===== config.mk =====
export PLATFORM = sky130hd
export DESIGN_NAME = ald_cycle_sequencer
export DESIGN_NICKNAME = d
export VERILOG_FILES = /design/src/rtl/ald_cycle_sequencer.sv
export SDC_FILE = /design/constraint.sdc
export NUM_CORES = 1
export LEC_CHECK = 0
export ABC_AREA = 1
export CAP_MARGIN = 10
export CORE_AREA = 2 2 156 173
export DETAILED_ROUTE_END_ITERATION = 7
export DIE_AREA = 0 0 158 175
export HOLD_SLACK_MARGIN = 0.02
export PLACE_DENSITY_LB_ADDON = 0.15
export SLEW_MARGIN = 20
export SYNTH_ARGS = -nofsm -noshare
export SYNTH_HDL_FRONTEND = slang
export SYNTH_SLANG_ARGS = --single-unit
export TNS_END_PERCENT = 30

===== constraint.sdc =====
create_clock -name clk -period 6.7 [get_ports clk]
set_clock_uncertainty 0.15 [all_clocks]
set_input_delay 1.005 -clock clk [delete_from_list [all_inputs] [get_ports clk]]
set_output_delay 1.005 -clock clk [all_outputs]
set_load 0.02 [all_outputs]

===== src/rtl/ald_cycle_sequencer.sv =====
// ---------------------------------------------------------------------------
// ald_cycle_sequencer
//   Drives the ALD reactor valve train: pumpdown, then N cycles of
//   precursor pulse -> purge -> water pulse -> purge, then back to idle.
//   One state machine and one shared phase timer; phase lengths are counted
//   in 1 kHz ticks.
//
//   Optional feature (macro ALD_SEQ_PUMP_TIMEOUT_EN):
//     defined     - PUMPDOWN gives up after PUMP_TIMEOUT ticks without
//                   pressure_ok and parks in FAULT (sticky until rst).
//     not defined - PUMPDOWN waits indefinitely; fault is always 0.
//
// Ports
//   clk, rst        system clock, synchronous active-high reset
//   tick            1-clk enable pulse (1 kHz), phase time base
//   start           level; rising edge in IDLE begins a run
//   stop            level; finish current cycle then stop
//   abort           level; stop immediately, valves closed
//   pressure_ok     vacuum reached, releases PUMPDOWN
//   t_pulse1..2     precursor / water pulse lengths (ticks)
//   t_purge1..2     purge lengths after each pulse (ticks)
//   n_cycles        cycles per run
//   sv_prec         precursor valve (SV1)
//   sv_water        water valve (SV4)
//   vv1, vv2        vacuum valves
//   busy            run in progress (not IDLE, not FAULT)
//   done            1-clk pulse when a run completes
//   fault           sticky pumpdown-timeout flag
//   cycle_cnt       completed cycles in the current run
//   state_o         current state encoding
// ---------------------------------------------------------------------------
module ald_cycle_sequencer #(
  parameter int unsigned TW           = 32,
  parameter int unsigned CW           = 16,
  parameter int unsigned PUMP_TIMEOUT = 30000
) (
  input  logic          clk,
  input  logic          rst,
  input  logic          tick,
  input  logic          start,
  input  logic          stop,
  input  logic          abort,
  input  logic          pressure_ok,
  input  logic [TW-1:0] t_pulse1,
  input  logic [TW-1:0] t_purge1,
  input  logic [TW-1:0] t_pulse2,
  input  logic [TW-1:0] t_purge2,
  input  logic [CW-1:0] n_cycles,
  output logic          sv_prec,
  output logic          sv_water,
  output logic          vv1,
  output logic          vv2,
  output logic          busy,
  output logic          done,
  output logic          fault,
  output logic [CW-1:0] cycle_cnt,
  output logic [2:0]    state_o
);

  typedef enum logic [2:0] {
    S_IDLE     = 3'd0,
    S_PUMPDOWN = 3'd1,
    S_PULSE1   = 3'd2,
    S_PURGE1   = 3'd3,
    S_PULSE2   = 3'd4,
    S_PURGE2   = 3'd5,
    S_FAULT    = 3'd7
  } state_t;

  localparam logic [TW-1:0] PUMP_PRESET = TW'(PUMP_TIMEOUT);

  state_t        state_q, state_d;
  logic [TW-1:0] timer_q, timer_d;
  logic [CW-1:0] cnt_q, cnt_d, cnt_inc;
  logic          stop_q, stop_d;
  logic          start_prev_q;
  logic          load_sh;
  logic          done_d;

  // Run parameters captured at the start edge
  logic [TW-1:0] sh_p1_q, sh_u1_q, sh_p2_q, sh_u2_q;
  logic [CW-1:0] sh_n_q;

  // Registered outputs
  logic          sv_prec_q, sv_water_q, vv1_q, vv2_q, busy_q, done_q, fault_q;

  logic          start_edge;
  logic          in_run;
  logic          timer_exit;
  logic          stop_eff;

  assign start_edge = start & ~start_prev_q;
  assign in_run     = state_q inside {S_PUMPDOWN, S_PULSE1, S_PURGE1, S_PULSE2, S_PURGE2};
  // A zero preset exits on the next clk; otherwise the tick taking 1->0 exits.
  assign timer_exit = (timer_q == '0) || (tick && (timer_q == TW'(1)));
  assign stop_eff   = stop_q | stop;
  assign cnt_inc    = (cnt_q == '1) ? cnt_q : cnt_q + 1'b1;

  always_comb begin
    state_d = state_q;
    timer_d = timer_q;
    cnt_d   = cnt_q;
    stop_d  = stop_q;
    done_d  = 1'b0;
    load_sh = 1'b0;

    if (in_run && stop) begin
      stop_d = 1'b1;
    end

    if (in_run && abort) begin
      state_d = S_IDLE;
    end else begin
      case (state_q)
        S_IDLE: begin
          if (start_edge && !stop && !abort) begin
            state_d = S_PUMPDOWN;
            cnt_d   = '0;
            load_sh = 1'b1;
            timer_d = PUMP_PRESET;
          end
        end
        S_PUMPDOWN: begin
          if (stop_eff) begin
            state_d = S_IDLE;
          end else if (pressure_ok) begin
            if (sh_n_q == '0) begin
              state_d = S_IDLE;
              done_d  = 1'b1;
            end else begin
              state_d = S_PULSE1;
              timer_d = sh_p1_q;
            end
          end else begin
`ifdef ALD_SEQ_PUMP_TIMEOUT_EN
            // The phase timer doubles as the pumpdown watchdog
            if (timer_exit) begin
              state_d = S_FAULT;
            end else if (tick) begin
              timer_d = timer_q - 1'b1;
            end
`endif
          end
        end
        S_PULSE1: begin
          if (timer_exit) begin
            state_d = S_PURGE1;
            timer_d = sh_u1_q;
          end else if (tick) begin
            timer_d = timer_q - 1'b1;
          end
        end
        S_PURGE1: begin
          if (timer_exit) begin
            state_d = S_PULSE2;
            timer_d = sh_p2_q;
          end else if (tick) begin
            timer_d = timer_q - 1'b1;
          end
        end
        S_PULSE2: begin
          if (timer_exit) begin
            state_d = S_PURGE2;
            timer_d = sh_u2_q;
          end else if (tick) begin
            timer_d = timer_q - 1'b1;
          end
        end
        S_PURGE2: begin
          if (timer_exit) begin
            cnt_d = cnt_inc;
            if ((cnt_inc == sh_n_q) || stop_eff) begin
              state_d = S_IDLE;
              done_d  = 1'b1;
            end else begin
              state_d = S_PULSE1;
              timer_d = sh_p1_q;
            end
          end else if (tick) begin
            timer_d = timer_q - 1'b1;
          end
        end
        S_FAULT: begin
          state_d = S_FAULT;
        end
        default: begin
          state_d = S_IDLE;
        end
      endcase
    end

    if (state_d == S_IDLE) begin
      stop_d = 1'b0;
    end
  end

  always_ff @(posedge clk) begin
    if (rst) begin
      state_q      <= S_IDLE;
      timer_q      <= '0;
      cnt_q        <= '0;
      stop_q       <= 1'b0;
      start_prev_q <= 1'b0;
      sh_p1_q      <= '0;
      sh_u1_q      <= '0;
      sh_p2_q      <= '0;
      sh_u2_q      <= '0;
      sh_n_q       <= '0;
      sv_prec_q    <= 1'b0;
      sv_water_q   <= 1'b0;
      vv1_q        <= 1'b0;
      vv2_q        <= 1'b0;
      busy_q       <= 1'b0;
      done_q       <= 1'b0;
      fault_q      <= 1'b0;
    end else begin
      state_q      <= state_d;
      timer_q      <= timer_d;
      cnt_q        <= cnt_d;
      stop_q       <= stop_d;
      start_prev_q <= start;
      if (load_sh) begin
        sh_p1_q <= t_pulse1;
        sh_u1_q <= t_purge1;
        sh_p2_q <= t_pulse2;
        sh_u2_q <= t_purge2;
        sh_n_q  <= n_cycles;
      end
      // Outputs decode the next state so they change on the same edge as it
      sv_prec_q  <= (state_d == S_PULSE1);
      sv_water_q <= (state_d == S_PULSE2);
      vv1_q      <= (state_d == S_PUMPDOWN) || (state_d == S_PURGE1);
      vv2_q      <= (state_d == S_PUMPDOWN) || (state_d == S_PURGE2);
      busy_q     <= state_d inside {S_PUMPDOWN, S_PULSE1, S_PURGE1, S_PULSE2, S_PURGE2};
      done_q     <= done_d;
`ifdef ALD_SEQ_PUMP_TIMEOUT_EN
      fault_q    <= (state_d == S_FAULT);
`else
      fault_q    <= 1'b0;
`endif
    end
  end

  assign sv_prec   = sv_prec_q;
  assign sv_water  = sv_water_q;
  assign vv1       = vv1_q;
  assign vv2       = vv2_q;
  assign busy      = busy_q;
  assign done      = done_q;
  assign fault     = fault_q;
  assign cycle_cnt = cnt_q;
  assign state_o   = state_q;

endmodule


* Yosys cells after proc, flatten, opt, wreduce, memory -nomap -nowiden
Index checks and enable logic that the tools add are counted.
** Storage, ports and cells
- Register bits :: 203
- Logic and storage cells :: 100
- Output and inout port bits :: 26
** Operators by class
- Reductions and logical operators :: 23
- Add/subtract/negate cells :: 2
- Mux-type cells :: 35
- Bitwise logic cells :: 4
- Eq/ne operators :: 20
** Operators with widths (number)
- $mux 32 :: 10
- $pmux 32 s6 :: 1
- $mux 16 :: 3
- $eq 32x1->1 const B :: 1
- $logic_not 32->1 :: 1
- $pmux 16 s2 :: 1
- $sub 32x1->32 const B :: 1
- $mux 3 :: 8
- $pmux 3 s7 :: 1
- $add 16x1->16 const B :: 1
- $eq 16x16->1 :: 1
- $eq 16x16->1 const B :: 1
- $logic_not 16->1 :: 1
- $eq 3x3->1 const B :: 5
- $eq 3x2->1 const B :: 4
- $ne 2x2->1 const B :: 5
- $reduce_bool 5->1 :: 2
- $mux 1 :: 8
- $reduce_and 7->1 :: 1
- $eq 3x1->1 const B :: 2
- $logic_not 3->1 :: 2
- $reduce_bool 6->1 :: 1
- $logic_and 1x1->1 :: 5
- $logic_or 1x1->1 :: 4
- other kinds (10) :: 14

* Longest topological paths before layout
Gate-level depths: netlist of the first run.
- Depth after elaboration :: 10
- Gate-level depth with buffers :: 21

* Worst setup path before layout of the first run
OpenSTA, ideal clock, no wires.
- Kind :: reg2reg
- From :: register cnt_q[0], in the netlist cycle_cnt[0]
- To :: register timer_q[2]
- Data required time :: 6434 ps
- Data arrival time :: 2403 ps
- Cell stages (with the launch flop) :: 21
- Path buffers :: 2
- Period minus slack after synthesis :: 2669 ps
- Path slack :: 4031 ps
- Cell sequence :: dfxtp_1 > ha_1 > inv_1 > nor2_4 > nand2_4 > nor2_4 > inv_2 > buf_6 > nand3_1 > nand2_1 > nor2_1 > nand2_1 > nor2_1 > nand3_2 > nand2_2 > nand2_4 > nand2_8 > inv_4 > buf_8 > nor2_2 > nor2_1
** Between the ends
- Longest elaborated chain between the ends :: 6
- Elaborated cells on any way between the ends :: 7
** Ends and longest elaborated chain
- start: declaration :: RTL line 74 : logic [CW-1:0] cnt_q, cnt_d, cnt_inc;
- start signal: assignment :: RTL line 219 : cnt_q <= cnt_d;
- $add 16x1->16 or $eq 16x16->1 (tied branches) :: RTL line 97 : assign cnt_inc = (cnt_q == '1) ? cnt_q : cnt_q + 1'b1;
- $mux 16 (*) :: RTL line 97
- $eq 16x16->1 (*) :: RTL line 172 : if ((cnt_inc == sh_n_q) || stop_eff) begin
- $logic_or 1x1->1 (*) :: RTL line 172
- $ne 3x3->1 (no line) (*)
- $reduce_and 7->1 (no line) (*)
- end signal: assignment :: RTL line 218 : timer_q <= timer_d;
- end: declaration :: RTL line 73 : logic [TW-1:0] timer_q, timer_d;
Mark *: on every way between the ends. The rest lies on a longest branch, timed or not.
A chain may end at the register's enable or synchronous reset.

* Worst setup path in the final report of the first run
- From :: input tick
- To :: register timer_q[26]
** Between the ends
- Longest elaborated chain between the ends :: 4
- Elaborated cells on any way between the ends :: 10
** Ends and longest elaborated chain
- start: declaration :: RTL line 39 : input logic tick,
- $logic_and 1x1->1 :: RTL line 95 : assign timer_exit = (timer_q == '0) || (tick && (timer_q == TW'(1)));
- $logic_or 1x1->1 :: RTL line 95
- $ne 3x3->1 (no line), or another cell as far along
- $reduce_and 7->1 (no line) or $pmux 32 s6 (tied branches)
Several ways; a longest one is shown, not always the timed one.

==> results.toml, run 1 <==
[outcome]
status = "finished clean"

[cts]
numCtsBuffers = 23
cts_resized = 0
h-tree-depth = 1
cts_tree = "done"
path_clk_slew_ns = 0.06
clock_path_buffers = 3
cts_post_setup_buffers_inserted = 0
cts.sinks = 203
insertion_delay_ns = 0.51
ctsHoldBuffers = 0
clk_root_buffer_cell = "clkbuf_16"

[sta]
rsz0062_at_grt = "false"
finalCritPeriodShare = 0.656
worst_slack_ns = 2.30
maxSlewViolCount = 0
slew-limit-headroom = 0.326
setup-tns-final_ns = 0
finalSetupViolations = 0
worst_pin_slew_ns = 1.01
max_freq_mhz = 227
hold_viol_final = 0
fin_crit_ns = 4.40

[final_layout]
area_growth_pct = 26.9
layout-drive-gt1-share = 0.0482
finalInstanceArea_sq_um = 13000
fin_nets = 1820

[floorplan]
dieArea_sq_um = 27700
chipWidth_um = 158
placeableCoreArea_sq_um = 25900
die_y_um = 175
ios = 177
rows = 62
initial_core_util = 0.394

[global_routing]
met3_usage = 0.0317
grt_use_total = 0.244
met1_usage = 0.335
top_usage_layer = "met2"
globalRouteOverflowTotal = 0
antenna_found_initial = 1
grt_max_degree = 122
grt_pass1_vias = 9918
grt_pass1_wl_um = 53500
grtUsageMet2 = 0.403

[critical_path]
start_kind = "input pin"
crit_buf_inv = 2
crit_path_end_kind = "flop"
cp_slowest_stage_delay_ns = 0.67
critical_path_arrival_ns = 4.69
cpMaxStageDelayCell = "nand2_1"
path_class = "input pin to flop"
path_delay_family = "simple AND/OR/NAND/NOR gates"
cp_cell_sequence = "clkdlybuf4s50_1, a21o_1, nand4_1, nor2_1, nand2_1, nand2_1, inv_1, o21ai_0, a21oi_1, nor2_1, nand3_1, nand2_1, nor2_1"
path_max_fanout = 25
required_ns = 6.99

[synthesis]
async_flop_share = 0
synth_area_sq_um = 10200
avgSynthCellArea_sq_um = 6.65
ys_seq_area_frac = 0.398
synth_ff_type = "dfxtp_1"
synth_edf_count = 0
syn_inst = 1536
yosysWarnings = 0
syn_nets = 1691
ys_ff_latch = 203
yosys.cell_types.count = 48

[detailed_routing]
first_pass_iters = 8
via_per_inst = 5.16
antenna_left = 0
drt_iter0_drc = 752
route.detailed.drc = 0
wl_per_cell_um = 16.9
routed_wirelength_um = 34300
vias = 10489

[hold_path]
hold_path.class = "flop to flop"

[power_and_ir_drop]
ir_worst_vdd_v = 0.000175
p_leak_uw = 0.00510
power_density_nw_per_um2 = 244

[placement]
place.gp.congestion = 0.924
dp_hpwl_um = 25300
numPortBuffers = 175
dp_slack_ns = 1.90
place_area_sq_um = 12100

[flow_run]
drv_cap = 0
-- cells in the mapped netlist (all sizes together) (8+ instances only) --
library cell | instances | area [sq um]
nor3 | 9 | 45.0
buf | 13 | 114
o22ai | 8 | 50.1
nand4 | 21 | 131
xor2 | 14 | 123
nand3 | 86 | 450
nor2 | 351 | 1370
dfxtp | 203 | 4060
a22oi | 13 | 97.6
o21ai | 192 | 961
a221oi | 15 | 131
clkbuf | 68 | 255
nand2 | 267 | 1050
a21oi | 103 | 527
inv | 126 | 475
-- flip-flops by register name, indices dropped and copies added (netlist names), 3 cells and up --
register,flops
sh_p2_q,32
sh_u1_q,32
sh_u2_q,32
sh_n_q,16
state_o,3
cycle_cnt,16
sh_p1_q,32
timer_q,32
-- cell usage in the layout (no fill, tap or decap), types with 5 or more instances in the layout --
| master | instances |
|---|---|
| buf_4 | 10 |
| clkdlybuf4s50_1 | 175 |
| a21oi_1 | 102 |
| nor2_1 | 337 |
| inv_1 | 122 |
| o22ai_1 | 8 |
| a22oi_1 | 13 |
| o21ai_0 | 191 |
| nor2_2 | 11 |
| nand2_1 | 258 |
| clkbuf_16 | 23 |
| dfxtp_1 | 203 |
| nand4_1 | 21 |
| a211oi_1 | 5 |
| nand3_1 | 82 |
| clkbuf_1 | 5 |
| nand2_2 | 5 |
| bufinv_16 | 6 |
| nor3_1 | 9 |
| o221ai_1 | 5 |
| xor2_1 | 14 |
| a221oi_1 | 15 |
-- metal layers --
metal / wire length [um] / part of all wire
met3: 1880 / 0.055
met2: 15900 / 0.46
met5: 0 / 0
met1: 15700 / 0.46
met4: 830 / 0.024
-- power by group --
group	leakage [uW]	internal [uW]	switching (uW)	total, uW
clock	0.000397	886	516	1400
sequential	0.00165	1270	44.1	1310
combinational	0.00305	189	263	452
total	0.00510	2340	823	3170
-- metrics by stage --
stage	instances	power (uW)	util	hold slack, ns
final	2034	3170	0.500	0.298
after global routing	2034	3300	0.500	0.325
after CTS	2033	3190	0.500	0.299
after detailed placement	1992	1780	0.468	0.289
after global placement	1992	1780	0.468	0.285
after floorplan	1536	1600	-	0.274
-- worst paths after layout --
check	from	to	slack, ns	depth (start not counted)
min reg2reg	sh_p2_q[21]	sh_p2_q[21]	0.30	2
min	sh_p2_q[21]	sh_p2_q[21]	0.30	2
max reg2reg	timer_q[0]	timer_q[26]	2.71	14
max	tick	timer_q[26]	2.30	13
-- cell families (layout without fill, tap and decap cells) --
family,after synthesis,after routing,share of synthesized area
and+or+nand+nor,744,744,0.304
AOI/OAI and AO/OA,357,357,0.194
buffers and inverters,209,354,0.0834
DFF,203,203,0.398
xor gates and xnor gates,18,18,0.0154
adders and majority gates,4,4,0.00490
other,1,2,0.000367
-- cell type report --
type                            count  area (sq um)
Fill cell                        2716         12900
Multi-Input combinational cell   1124          5310
Sequential cell                   203          4060
Timing Repair Buffer              185          1830
Clock buffer                       30           622
Inverter                          128           485
Tap cell                          352           440
Clock inverter                     11           216
Antenna cell                        1          2.50
-- worst register-to-register path, cell delays in order (launching register included) --
cell	delay, ns
dfxtp_1	0.47
inv_1	0.14
ha_1	0.22
a21o_1	0.18
nand4_1	0.07
nor2_1	0.04
nand2_1	0.65
nand2_1	0.68
inv_1	0.65
o21ai_0	0.20
a21oi_1	0.17
nor2_1	0.05
nand3_1	0.08
nand2_1	0.06
nor2_1	0.12
Note: power is estimated with default switching activity, not from simulation.
==> inputs of run 2 (changes only) <==
- clock period: 6.7 -> 3.55 ns (I/O delays scaled with it)
==> run 2 against run 1 <==
Design area increased by 1.8%; die area is the same; combinational power grew 93%; largest cell class unchanged; critical path type is now flop to flop; critical path depth is 5 higher; sequential power grew 89%; critical endpoint is now timer_q[25]; clock-buffer cell count is 1 lower.
==> results.toml, run 2 (same netlist as run 1, synthesis figures left out) <==
[detailed_routing]
antenna_left = 0
via_per_inst = 5.11
drt_iter0_drc = 678
first_pass_iters = 5
route.detailed.drc = 0
routed_wirelength_um = 34500
wl_per_cell_um = 16.8
vias = 10505

[sta]
finalSetupViolations = 0
fin_crit_ns = 3.01
rsz0062_at_grt = "false"
maxSlewViolCount = 0
setup-tns-final_ns = 0
finalCritPeriodShare = 0.847
slew-limit-headroom = 0.551
worst_slack_ns = 0.544
hold_viol_final = 0
worst_pin_slew_ns = 0.671
max_freq_mhz = 333

[cts]
cts_tree = "done"
clk_root_buffer_cell = "clkbuf_16"
insertion_delay_ns = 0.51
clock_path_buffers = 3
ctsHoldBuffers = 0
cts.sinks = 203
cts_resized = 0
path_clk_slew_ns = 0.06
cts_post_setup_buffers_inserted = 0
h-tree-depth = 1
numCtsBuffers = 23

[critical_path]
crit_path_end_kind = "flop"
cp_slowest_stage_delay_ns = 0.44
r2r-start = "cycle_cnt[1]"
rr_worst_depth = 18
cp_cell_sequence = "ha_1, nand3_1, nor2_1, nand2_1, nand2_1, nand2_1, nand2_1, nand2_1, nor2_1, nand2_1, nor2_1, nand3_2, nand2_2, nand2_4, nand2_8, inv_4, nor2_1, nor2_1"
r2r_slack_ns = 0.54
required_ns = 3.80
cpMostUsedCell = "nand2_1"
rr_endpoint = "timer_q[25]"
path_max_fanout = 26
start_kind = "flop"
critical_path_arrival_ns = 3.25
cpMaxStageDelayCell = "dfxtp_1"
path_class = "flop to flop"

[final_layout]
layout-drive-gt1-share = 0.0611
final_common_cell = "nor2_1"
stdcell_count = 2054
fin_nets = 1844
fillers = 2705
num_antenna_cells = 0
final_cell_mix = "nor2_1 (337), nand2_1 (258), dfxtp_1 (203), o21ai_0 (191), clkdlybuf4s50_1 (175)"
area_growth_pct = 29.2

[hold_path]
worstHoldPathCells = 2
hold_path.class = "flop to flop"
hold_end = "sh_u2_q[11]"
min_from = "sh_u2_q[11]"

[global_routing]
globalRouteOverflowTotal = 0
grt_pass1_wl_um = 54300
grt_max_degree = 94
antenna_found_initial = 0
grt_pass1_vias = 10031
grt_use_total = 0.248

[power_and_ir_drop]
p_leak_uw = 0.00525
power_density_nw_per_um2 = 454
ir_worst_vdd_v = 0.000259
total_power_uw = 5990

[placement]
dp_slack_ns = 0.476
dp_hpwl_um = 26000
place.gp.congestion = 0.948
dpl.cell_count = 2016
numPortBuffers = 175

[floorplan]
initial_core_util = 0.394
ios = 177
dieArea_sq_um = 27700
die_y_um = 175
rows = 62
chipWidth_um = 158
placeableCoreArea_sq_um = 25900

[outcome]
status = "finished clean"

[flow_run]
drv_cap = 0
## run 2: cell count changes in the layout (fill, tap and decap cells not counted), sizes merged
cell and delta:
buf +24, clkbuf -1, clkinvlp -3, diode -1, inv +1
## run 2: how the worst max path moves through the flow
stage / slack, ns / endpoint / cells past startpoint / startpoint
2_1_floorplan: 0.88 / timer_q[2] / 20 / cycle_cnt[0]
5_1_grt: 0.25 / cycle_cnt[10] / 12 / state_o[0]
6_report: 0.54 / timer_q[25] / 18 / cycle_cnt[1]
3_5_place_dp: 0.48 / timer_q[29] / 13 / tick
3_3_place_gp: 0.43 / timer_q[29] / 13 / tick
4_1_cts: 0.54 / timer_q[9] / 18 / cycle_cnt[1]
## run 2: final cells by class
class / instances / area (sq um) / share of cell area
inverters: 128 / 485 / 0.0368
repair buffers: 209 / 2070 / 0.157
clock buffers: 29 / 628 / 0.0476
multi-input cells: 1124 / 5310 / 0.402
flip-flops and latches: 203 / 4060 / 0.308
clock inverters: 9 / 199 / 0.0151
well taps: 352 / 440 / 0.0334
## run 2: metrics by stage
| stage | hold WS (ns) | util | instance area, sq um |
|---|---|---|---|
| 6_report | 0.301 | 0.509 | 13200 |
| 5_1_grt | 0.320 | 0.509 | 13200 |
| 4_1_cts | 0.303 | 0.509 | 13200 |
| 3_5_place_dp | 0.295 | 0.477 | 12400 |
| 3_3_place_gp | 0.287 | 0.477 | 12400 |
| 2_1_floorplan | 0.274 | - | 10200 |
## run 2: where the power goes
| part | internal, uW | switching, uW | total [uW] |
|---|---|---|---|
| Clock | 1680 | 963 | 2640 |
| Sequential | 2390 | 82.1 | 2470 |
| Combinational | 376 | 497 | 872 |
| Total | 4450 | 1540 | 5990 |
## run 2: per-layer routing
metal | share of wire | wire length, um | global-route usage | up-vias
li1 | - | - | - | 5347
met1 | 0.46 | 15700 | 0.338 | 4792
met2 | 0.47 | 16100 | 0.415 | 312
met3 | 0.054 | 1860 | 0.0315 | 54
met4 | 0.024 | 841 | 0.0653 | 0
met5 | 0 | 0 | 0 | -
## run 2: worst max-delay path, delay by kind of cell, from the launching register on
kind | cells | cell delay, ns
DFF | 1 | 0.44
buffers and inverters | 1 | 0.15
and+or+nand+nor | 16 | 1.81
adders and majority gates | 1 | 0.30
